--- src/rtl/mouse_init_sequencer.sv ---
`default_nettype none
// ============================================================================
// Module   : mouse_init_sequencer
// Brief    : PS/2 mouse bring-up (reset, BAT, ID, enable) with retry/timeout,
//            followed by 3-byte stream packet assembly.
// Revision : 1.0 - initial release
// ============================================================================
module mouse_init_sequencer #(
    parameter int TIMEOUT_CYCLES = 25000000,
    parameter int MAX_RETRIES    = 3
) (
    input  logic        Clk,
    input  logic        Reset,
    input  logic        Start,
    output logic [7:0]  TxData,
    output logic        TxValid,
    input  logic        TxReady,
    input  logic [7:0]  RxData,
    input  logic        RxValid,
    output logic [23:0] PktData,
    output logic        PktValid,
    output logic        Streaming,
    output logic        Error,
    output logic [3:0]  State
);

    localparam int c_tmo_w = (TIMEOUT_CYCLES > 1) ? $clog2(TIMEOUT_CYCLES) : 1;
    localparam int c_rty_w = (MAX_RETRIES > 0) ? $clog2(MAX_RETRIES + 1) : 1;
    localparam logic [c_tmo_w-1:0] c_tmo_last = c_tmo_w'(TIMEOUT_CYCLES - 1);
    localparam logic [c_rty_w:0]   c_max_rty  = (c_rty_w + 1)'(MAX_RETRIES);

    typedef enum logic [3:0] {
        S_IDLE      = 4'd0,
        S_SEND_RST  = 4'd1,
        S_WAIT_ACK1 = 4'd2,
        S_WAIT_BAT  = 4'd3,
        S_WAIT_ID   = 4'd4,
        S_SEND_EN   = 4'd5,
        S_WAIT_ACK2 = 4'd6,
        S_STREAM    = 4'd7,
        S_FAIL      = 4'd8
    } state_t;

    state_t             r_state;
    state_t             w_next;
    state_t             w_pass_state;
    logic [c_rty_w-1:0] r_retry;
    logic [c_rty_w:0]   w_retry_inc;
    logic [c_tmo_w-1:0] r_tmo;
    logic [1:0]         r_idx;
    logic [7:0]         r_b0;
    logic [7:0]         r_b1;
    logic [23:0]        r_pkt_data;
    logic               r_pkt_valid;
    logic               w_is_wait;
    logic               w_timeout;
    logic               w_attempt_fail;
    logic [7:0]         w_expect;

    // Per-wait-state expected reply and the state a correct reply leads to
    always_comb begin
        w_is_wait    = 1'b0;
        w_expect     = 8'hFA;
        w_pass_state = r_state;
        case (r_state)
            S_WAIT_ACK1: begin w_is_wait = 1'b1; w_expect = 8'hFA; w_pass_state = S_WAIT_BAT; end
            S_WAIT_BAT:  begin w_is_wait = 1'b1; w_expect = 8'hAA; w_pass_state = S_WAIT_ID;  end
            S_WAIT_ID:   begin w_is_wait = 1'b1; w_expect = 8'h00; w_pass_state = S_SEND_EN;  end
            S_WAIT_ACK2: begin w_is_wait = 1'b1; w_expect = 8'hFA; w_pass_state = S_STREAM;   end
            default: ;
        endcase
    end

    always_comb begin
        w_next         = r_state;
        w_attempt_fail = 1'b0;
        w_timeout      = w_is_wait && !RxValid && (r_tmo == c_tmo_last);
        w_retry_inc    = {1'b0, r_retry} + 1'b1;
        if (Start) begin
            w_next = S_SEND_RST;
        end else if (w_is_wait) begin
            if (RxValid) begin
                if (RxData == w_expect) w_next = w_pass_state;
                else                    w_attempt_fail = 1'b1;
            end else if (w_timeout) begin
                w_attempt_fail = 1'b1;
            end
        end else begin
            case (r_state)
                S_IDLE:     w_next = S_SEND_RST;
                S_SEND_RST: if (TxReady) w_next = S_WAIT_ACK1;
                S_SEND_EN:  if (TxReady) w_next = S_WAIT_ACK2;
                S_STREAM,
                S_FAIL:     w_next = r_state;
                default:    w_next = S_IDLE;
            endcase
        end
        if (w_attempt_fail) w_next = (w_retry_inc < c_max_rty) ? S_SEND_RST : S_FAIL;
    end

    always_ff @(posedge Clk) begin
        if (Reset) r_state <= S_IDLE;
        else       r_state <= w_next;
    end

    always_ff @(posedge Clk) begin
        if (Reset) begin
            r_retry     <= '0;
            r_tmo       <= '0;
            r_idx       <= 2'd0;
            r_b0        <= 8'h00;
            r_b1        <= 8'h00;
            r_pkt_data  <= 24'h0;
            r_pkt_valid <= 1'b0;
        end else begin
            r_pkt_valid <= 1'b0;
            // Counter restarts on every state change, so each wait begins at zero
            if ((w_next != r_state) || !w_is_wait) r_tmo <= '0;
            else if (r_tmo != c_tmo_last)          r_tmo <= r_tmo + 1'b1;
            if (Start) begin
                r_retry <= '0;
                r_idx   <= 2'd0;
            end else begin
                if (w_attempt_fail) r_retry <= r_retry + 1'b1;
                if ((r_state == S_STREAM) && RxValid) begin
                    case (r_idx)
                        2'd0: if (RxData[3]) begin r_b0 <= RxData; r_idx <= 2'd1; end
                        2'd1: begin r_b1 <= RxData; r_idx <= 2'd2; end
                        default: begin
                            r_pkt_data  <= {RxData, r_b1, r_b0};
                            r_pkt_valid <= 1'b1;
                            r_idx       <= 2'd0;
                        end
                    endcase
                end
            end
        end
    end

    // Start/Reset mask the offer immediately so no command escapes mid-restart
    assign TxValid   = ((r_state == S_SEND_RST) || (r_state == S_SEND_EN)) && !Start && !Reset;
    assign TxData    = (r_state == S_SEND_RST) ? 8'hFF :
                       (r_state == S_SEND_EN)  ? 8'hF4 : 8'h00;
    assign PktData   = r_pkt_data;
    assign PktValid  = r_pkt_valid;
    assign Streaming = (r_state == S_STREAM);
    assign Error     = (r_state == S_FAIL);
    assign State     = r_state;

endmodule
`default_nettype wire

--- config.mk ---
export PLATFORM = sky130hd
export DESIGN_NAME = mouse_init_sequencer
export DESIGN_NICKNAME = d
export VERILOG_FILES = /design/src/rtl/mouse_init_sequencer.sv
export SDC_FILE = /design/constraint.sdc
export NUM_CORES = 1
export LEC_CHECK = 0
export ABC_AREA = 1
export CORE_MARGIN = 1
export CORE_UTILIZATION = 49
export CTS_CLUSTER_DIAMETER = 40
export DETAILED_ROUTE_END_ITERATION = 8
export PLACE_DENSITY = 0.82
export SLEW_MARGIN = 10
export SYNTH_ARGS = -nofsm -noshare
export SYNTH_HDL_FRONTEND = slang
export SYNTH_SLANG_ARGS = --single-unit
--- constraint.sdc ---
create_clock -name Clk -period 2.95 [get_ports Clk]
set_clock_uncertainty 0.1 [all_clocks]
set_input_delay 0.59 -clock Clk [delete_from_list [all_inputs] [get_ports Clk]]
set_output_delay 0.59 -clock Clk [all_outputs]
set_load 0.01 [all_outputs]
Word-level counts from Yosys, hierarchy flattened

Cells that the tools add are included.

Add/subtract/negate cells: 3
Order comparisons: 1
Eq/ne operators: 14
Muxes and demuxes: 22
Bitwise gates (word level): 3
Reductions and logical operators: 23

Operator list:

| operator                | count |
|---|---|
| $mux W4                 | 8 |
| $pmux W4 S4             | 2 |
| $add A25 B1 Y25 const B | 1 |
| $eq A25 B25 Y1 const B  | 1 |
| $ne A25 B25 Y1 const B  | 1 |
| $eq A4 B3 Y1 const B    | 4 |
| $mux W8                 | 2 |
| $pmux W8 S2             | 1 |
| $eq A4 B2 Y1 const B    | 2 |
| $eq A8 B8 Y1            | 1 |
| $reduce_or A2 Y1        | 4 |
| $mux W1                 | 7 |
| $reduce_and A3 Y1       | 2 |
| $logic_and A1 B1 Y1     | 5 |
| $eq A4 B1 Y1 const B    | 1 |
| $eq A4 B4 Y1 const B    | 1 |
| $logic_not A1 Y1        | 4 |
| $logic_not A4 Y1        | 1 |
| $ne A4 B4 Y1            | 1 |
| $pmux W2 S2             | 1 |
| $reduce_and A4 Y1       | 1 |
| $reduce_or A4 Y1        | 1 |
| $add A2 B1 Y3 const B   | 1 |
| $lt A3 B2 Y1 const B    | 1 |
| 9 further kinds         | 12 |

Register bits after elaboration: 74
Bits of input ports: 13

Logic depth before layout (Yosys ltp)

Depth after elaboration: 13
Gate-level depth with buffers: 16
Gate-level depth less buffers: 15

Worst setup path after synthesis

No wires, ideal clock.

Path kind: register to register
Start point: register r_tmo[0]
End point: register r_tmo[7]
Library setup time: 0.118 ns
Arrival: 1.901 ns
Setup slack: 0.831 ns
Cell stages (with the launch flop): 16
Period minus slack after synthesis: 2.119 ns
Cells stage by stage: dfxtp_1 > ha_1 > nand2_1 > nor2_4 > nand2_1 > nor2_2 > nand3_4 > nand2_2 > nand3_4 > nor2_4 > nand2_2 > o21ai_1 > inv_2 > nand2_2 > buf_6 > nor3_2

Cells in the longest elaborated chain, start to end: 10

Ends and longest elaborated chain:

| item                       | RTL line | RTL |
|---|---|---|
| from (decl)                | 49       | `logic [c_tmo_w-1:0] r_tmo;` |
| from (signal assigned)     | 119      | `else if (r_tmo != c_tmo_last) r_tmo <= r_tmo + 1'b1;` |
| $eq A25 B25 Y1             | 77       | `w_timeout = w_is_wait && !RxValid && (r_tmo == c_tmo_last);` |
| $logic_and A1 B1 Y1        | 77       |  |
| $mux W1                    | 85       | `end else if (w_timeout) begin` |
| $mux W1                    | 82       | `if (RxValid) begin` |
| $mux W1                    | 81       | `end else if (w_is_wait) begin` |
| $mux W1                    | 79       | `if (Start) begin` |
| $mux W4                    | 98       | `if (w_attempt_fail) w_next = (w_retry_inc < c_max_rty) ? S_SEND_RST : S_FAIL;` |
| $ne A4 B4 Y1               | 118      | `if ((w_next != r_state) \|\| !w_is_wait) r_tmo <= '0;` |
| $logic_or A1 B1 Y1         | 118      |  |
| $reduce_or A2 Y1 (no line) | --       |  |

Several ways; a longest one is shown, not always the timed one.
A chain may end at the register's enable or synchronous reset.

Worst setup path after layout

Start point: register r_state[0], in the netlist State[0]
End point: output port TxData[1]

Cells in the longest elaborated chain, start to end: 2

Ends and longest elaborated chain:

| item                   | RTL line | RTL |
|---|---|---|
| from (decl)            | 44       | `state_t r_state;` |
| from (signal assigned) | 103      | `else r_state <= w_next;` |
| $eq A4 B1 Y1           | 142      | `assign TxData = (r_state == S_SEND_RST) ? 8'hFF :` |
| $mux W8                | 142      |  |
| to (decl)              | 15       | `output logic [7:0] TxData,` |

Every way passes these cells.

==> impl_summary.md <==
Worst setup path
STA puts the critical path data arrival time at 1920 ps. The maximum fanout count along the critical path is 8. The start of the worst register-to-register path is r_tmo[0].

The category of the most critical setup path is register to output pin. At the worst endpoint, the required time is 2260 ps. The number of cells on the worst reg-to-reg path is 15. STA classifies the critical path endpoint as an output pin. STA classifies the critical path startpoint as a register.

The worst flop-to-flop path endpoint is r_tmo[4]. The setup slack of the worst register-to-register path is 440 ps.

Placement
The number of port buffers is 52. After detailed placement, the total cell area comes to 4300 um2. The cell count after placement is 626. At the end of routability-driven placement, the weighted congestion stood at 0.860. OpenSTA, run right after detailed placement, puts the worst setup slack at 138 ps. Summed over all nets, the half-perimeter wirelength after detailed placement is 5740 um.

Final layout
The filler cells instantiated in the layout total 634. The net count reported at finish is 554. Relative to the synthesized area, the layout overhead comes to 21.9%. The number of antenna diodes in the final layout is 0. The number of cells in the finished layout apart from fillers is 642.

The final cell area excluding filler cells is 4530 um2. The share of post-route cells with drive strength above 1 is 15.3%.

Route
The total length of routed met2 wires is 3810 um. The detailed router's first-iteration violation count is 194. The detailed route wirelength on metal3 is 476 um. The number of iterations in the first detailed-routing pass is 5.

The final routed wire length divided by cell count is 12.5 um. Using the TritonRoute via totals, the vias-per-cell ratio works out to 5.12. The highest metal layer with signal wires is met4. The count of nets left with antenna violations once routing finished came out at 0. The detailed-route wire length is 8020 um.

The count of unresolved DRC violations after routing is 0. The routed via count is 3288. The wire length on met1 is 3520 um.

Power
The peak supply drop is 318 uV. The total leakage power is 1.68 nW. Dividing total power by cell area gives a power density of 458 nW/um2.

Flow run
The max capacitance violation total is 0.

STA
The highest clock rate is 0.383 GHz. Setup violations remaining at the end of the flow were counted as 0. The summed negative setup slack over all endpoints is 0 ps. The hold violation total from the final report is 0. The number of pins exceeding their max-slew limit in the final report is 0. The final setup slack of the worst path is 338 ps. Headroom to the max-slew limit came out at 72.4%. After layout, the worst path uses 88.6% of the clock period. At the pin with the least slew margin, the transition time is 410 ps. Setup repair after global routing left no endpoint under its margin. The final period demand of the worst path is 2610 ps. The hold slack is 347 ps.

Die
The horizontal die dimension is 89.1 um. The height of the chip is 89.1 um. The placeable core region is 7290 um2. The number of placement rows is 31. The initial cell density of the core is 51.0%. The die footprint is 7940 um2. The I/O pin total is 53.

Logic synthesis
After synthesis, the largest family of logic cells by area is simple AND/OR/NAND/NOR gates. The number of warnings issued by yosys is 0. Summed over its instances, the top area cell type makes up 39.8% of the synthesized netlist area. The synthesized net count is 506.

The proportion of synthesized flip-flops having asynchronous set or reset is 0%. After Yosys synthesis, XOR and XNOR cells account for 4.71% of the synthesized area. The share of the Yosys chip area taken by registers is 39.8%. Summing the areas of all fa, ha and maj instances in the mapped netlist gives 1.01% of the synthesized area.

A synthesized cell averages 7.59 um2. Summing the areas of all compound-gate instances in the mapped netlist gives 12.8% of the synthesized area. The synthesized netlist devotes 29.2% of its cell area to simple gates. In this run, synthesis inferred 0 flip-flops with an integrated enable. Synthesis handed over a netlist of 490 instances. After synthesis, the cell types taking the most area are sky130_fd_sc_hd__dfxtp_1 (40%), sky130_fd_sc_hd__inv_1 (7.7%), sky130_fd_sc_hd__nand2_1 (6.6%). The synthesized area is 3720 um2. The number of flip-flops and latches in the synthesized netlist is 74. Multiplexer cells account for 0.269% of the synthesized area.

The library cell occupying the most area in the post-synthesis netlist is sky130_fd_sc_hd__dfxtp_1. Counting distinct cell types in the post-synthesis netlist gives 34. The dominant synthesized flop cell is sky130_fd_sc_hd__dfxtp_1.

Clock tree
Buffers inserted during clock tree synthesis total 9. The number of gates given a new drive strength after cts is 0. The number of buffers on the longest clock path is 2.

The H-tree was split into 3 levels. Clock-pin slew was measured on the worst setup and hold paths at 80 ps. The TritonCTS clock tree is done.

For this design, the CTS-stage hold fixing added 0 buffers. The later pin in the worst-skew pair is clocked with a latency of 350 ps. CTS placed an instance of sky130_fd_sc_hd__clkbuf_8 at the clock tree root. The number of sinks on the clock net is 74. The count of buffers added by post-CTS timing repair for setup is 0.

Hold path
The count of cells along the worst hold path is 2. The worst hold-check path type is register to register. For hold timing, the worst endpoint is PktData[17]. The worst min-delay path startpoint is PktData[17].

GRT
For this run the aggregate overflow at the end of global routing stands at 0. The via count of the first global-routing pass came to 3062. The initial antenna violation count is 0.

The first global-routing pass estimated 13300 um of wire. The pin count of the biggest net entering global routing is 50. Global routing used 21.7% of the available tracks across all layers.

Outcome
The flow ran to the end, and the final reports show no timing, DRC or antenna violations.
## cell usage in the layout (no fill, tap or decap), types with 12 or more instances in the layout
master and n:
sky130_fd_sc_hd__xor2_1 17, sky130_fd_sc_hd__clkdlybuf4s50_1 52, sky130_fd_sc_hd__nand2_1 65, sky130_fd_sc_hd__nor3_1 21
sky130_fd_sc_hd__nor3_2 21, sky130_fd_sc_hd__nand3_1 15, sky130_fd_sc_hd__inv_1 76, sky130_fd_sc_hd__o21ai_0 37
sky130_fd_sc_hd__dfxtp_1 74, sky130_fd_sc_hd__a21oi_1 46, sky130_fd_sc_hd__nor2_1 38, sky130_fd_sc_hd__nand2_2 12
## layout make-up
class                           instances  area [um2]  share of cell area [%]
Clock buffer                           10         138                    3.04
Clock inverter                          6        95.1                    2.10
Inverter                               85         319                    7.04
Multi-Input combinational cell        310        1790                    39.4
Sequential cell                        74        1480                    32.7
Tap cell                               99         124                    2.73
Timing Repair Buffer                   58         591                    13.0
## per-layer routing
metal | track usage (%) | vias to the layer above
li1 | - | 1653
met1 | 28.3 | 1501
met2 | 33.8 | 114
met3 | 4.99 | 20
met4 | 11.1 | 0
met5 | 0 | -
## metrics by stage
step / power (mW) / util (%)
after floorplan: 1.14 / -
after global placement: 1.19 / 59.0
after detailed placement: 1.19 / 59.0
after CTS: 2.09 / 62.2
after global routing: 2.15 / 62.2
final: 2.07 / 62.2
## synthesized netlist by cell type, types with 2 or more instances
cell type and count:
sky130_fd_sc_hd__dfxtp_1 74, sky130_fd_sc_hd__ha_1 3, sky130_fd_sc_hd__nor2_4 4, sky130_fd_sc_hd__nand3_1 15, sky130_fd_sc_hd__nor2_2 4, sky130_fd_sc_hd__a21oi_1 46
sky130_fd_sc_hd__buf_6 4, sky130_fd_sc_hd__o21ai_1 2, sky130_fd_sc_hd__nand2_1 65, sky130_fd_sc_hd__inv_2 9, sky130_fd_sc_hd__nand3_4 4, sky130_fd_sc_hd__nor2_1 38
sky130_fd_sc_hd__clkbuf_1 10, sky130_fd_sc_hd__inv_1 76, sky130_fd_sc_hd__nand2_2 12, sky130_fd_sc_hd__nor3_1 21, sky130_fd_sc_hd__o21ai_0 37, sky130_fd_sc_hd__xnor2_1 3
sky130_fd_sc_hd__nor3_2 21, sky130_fd_sc_hd__buf_4 6, sky130_fd_sc_hd__xor2_1 17, sky130_fd_sc_hd__nand4_1 7
## flip-flops by register name, summed over array words and instances (netlist names)
signal / cells
r_tmo: 25
PktData: 24
State: 4
r_b1: 8
PktValid: 1
r_b0: 8
r_idx: 2
r_retry: 2
## cell families after synthesis
| logic type | count (synthesis) |
|---|---|
| buffers and inverters | 106 |
| DFF | 74 |
| and+or+nand+nor | 196 |
| xor gates and xnor gates | 20 |
| adders and majority gates | 3 |
| muxes | 1 |
| AOI/OAI and AO/OA | 90 |
## worst max-delay path by stage
stage                     depth (start not counted)        end      start
after floorplan                                  15   r_tmo[7]   r_tmo[0]
after global placement                           13   r_tmo[5]  RxData[5]
after detailed placement                         13   r_tmo[2]  RxData[5]
after CTS                                         3  TxData[1]   State[0]
after global routing                             15   r_tmo[4]   r_tmo[0]
final                                             3  TxData[1]   State[0]
## where the power goes
| group | switching, mW | leakage, nW | total [mW] | internal (mW) |
|---|---|---|---|---|
| logic | 0.0989 | 0.965 | 0.166 | 0.0675 |
| registers | 0.00495 | 0.596 | 1.00 | 1.00 |
| clock network | 0.394 | 0.118 | 0.903 | 0.509 |
| total | 0.498 | 1.68 | 2.07 | 1.58 |
## worst max-delay path, cell delays in order, from the launching register on
cell	delay [ps]
sky130_fd_sc_hd__dfxtp_1	560
sky130_fd_sc_hd__nand3_1	230
sky130_fd_sc_hd__nor2_1	210
sky130_fd_sc_hd__clkdlybuf4s50_1	570
Note: power is estimated with default switching activity, not from simulation.
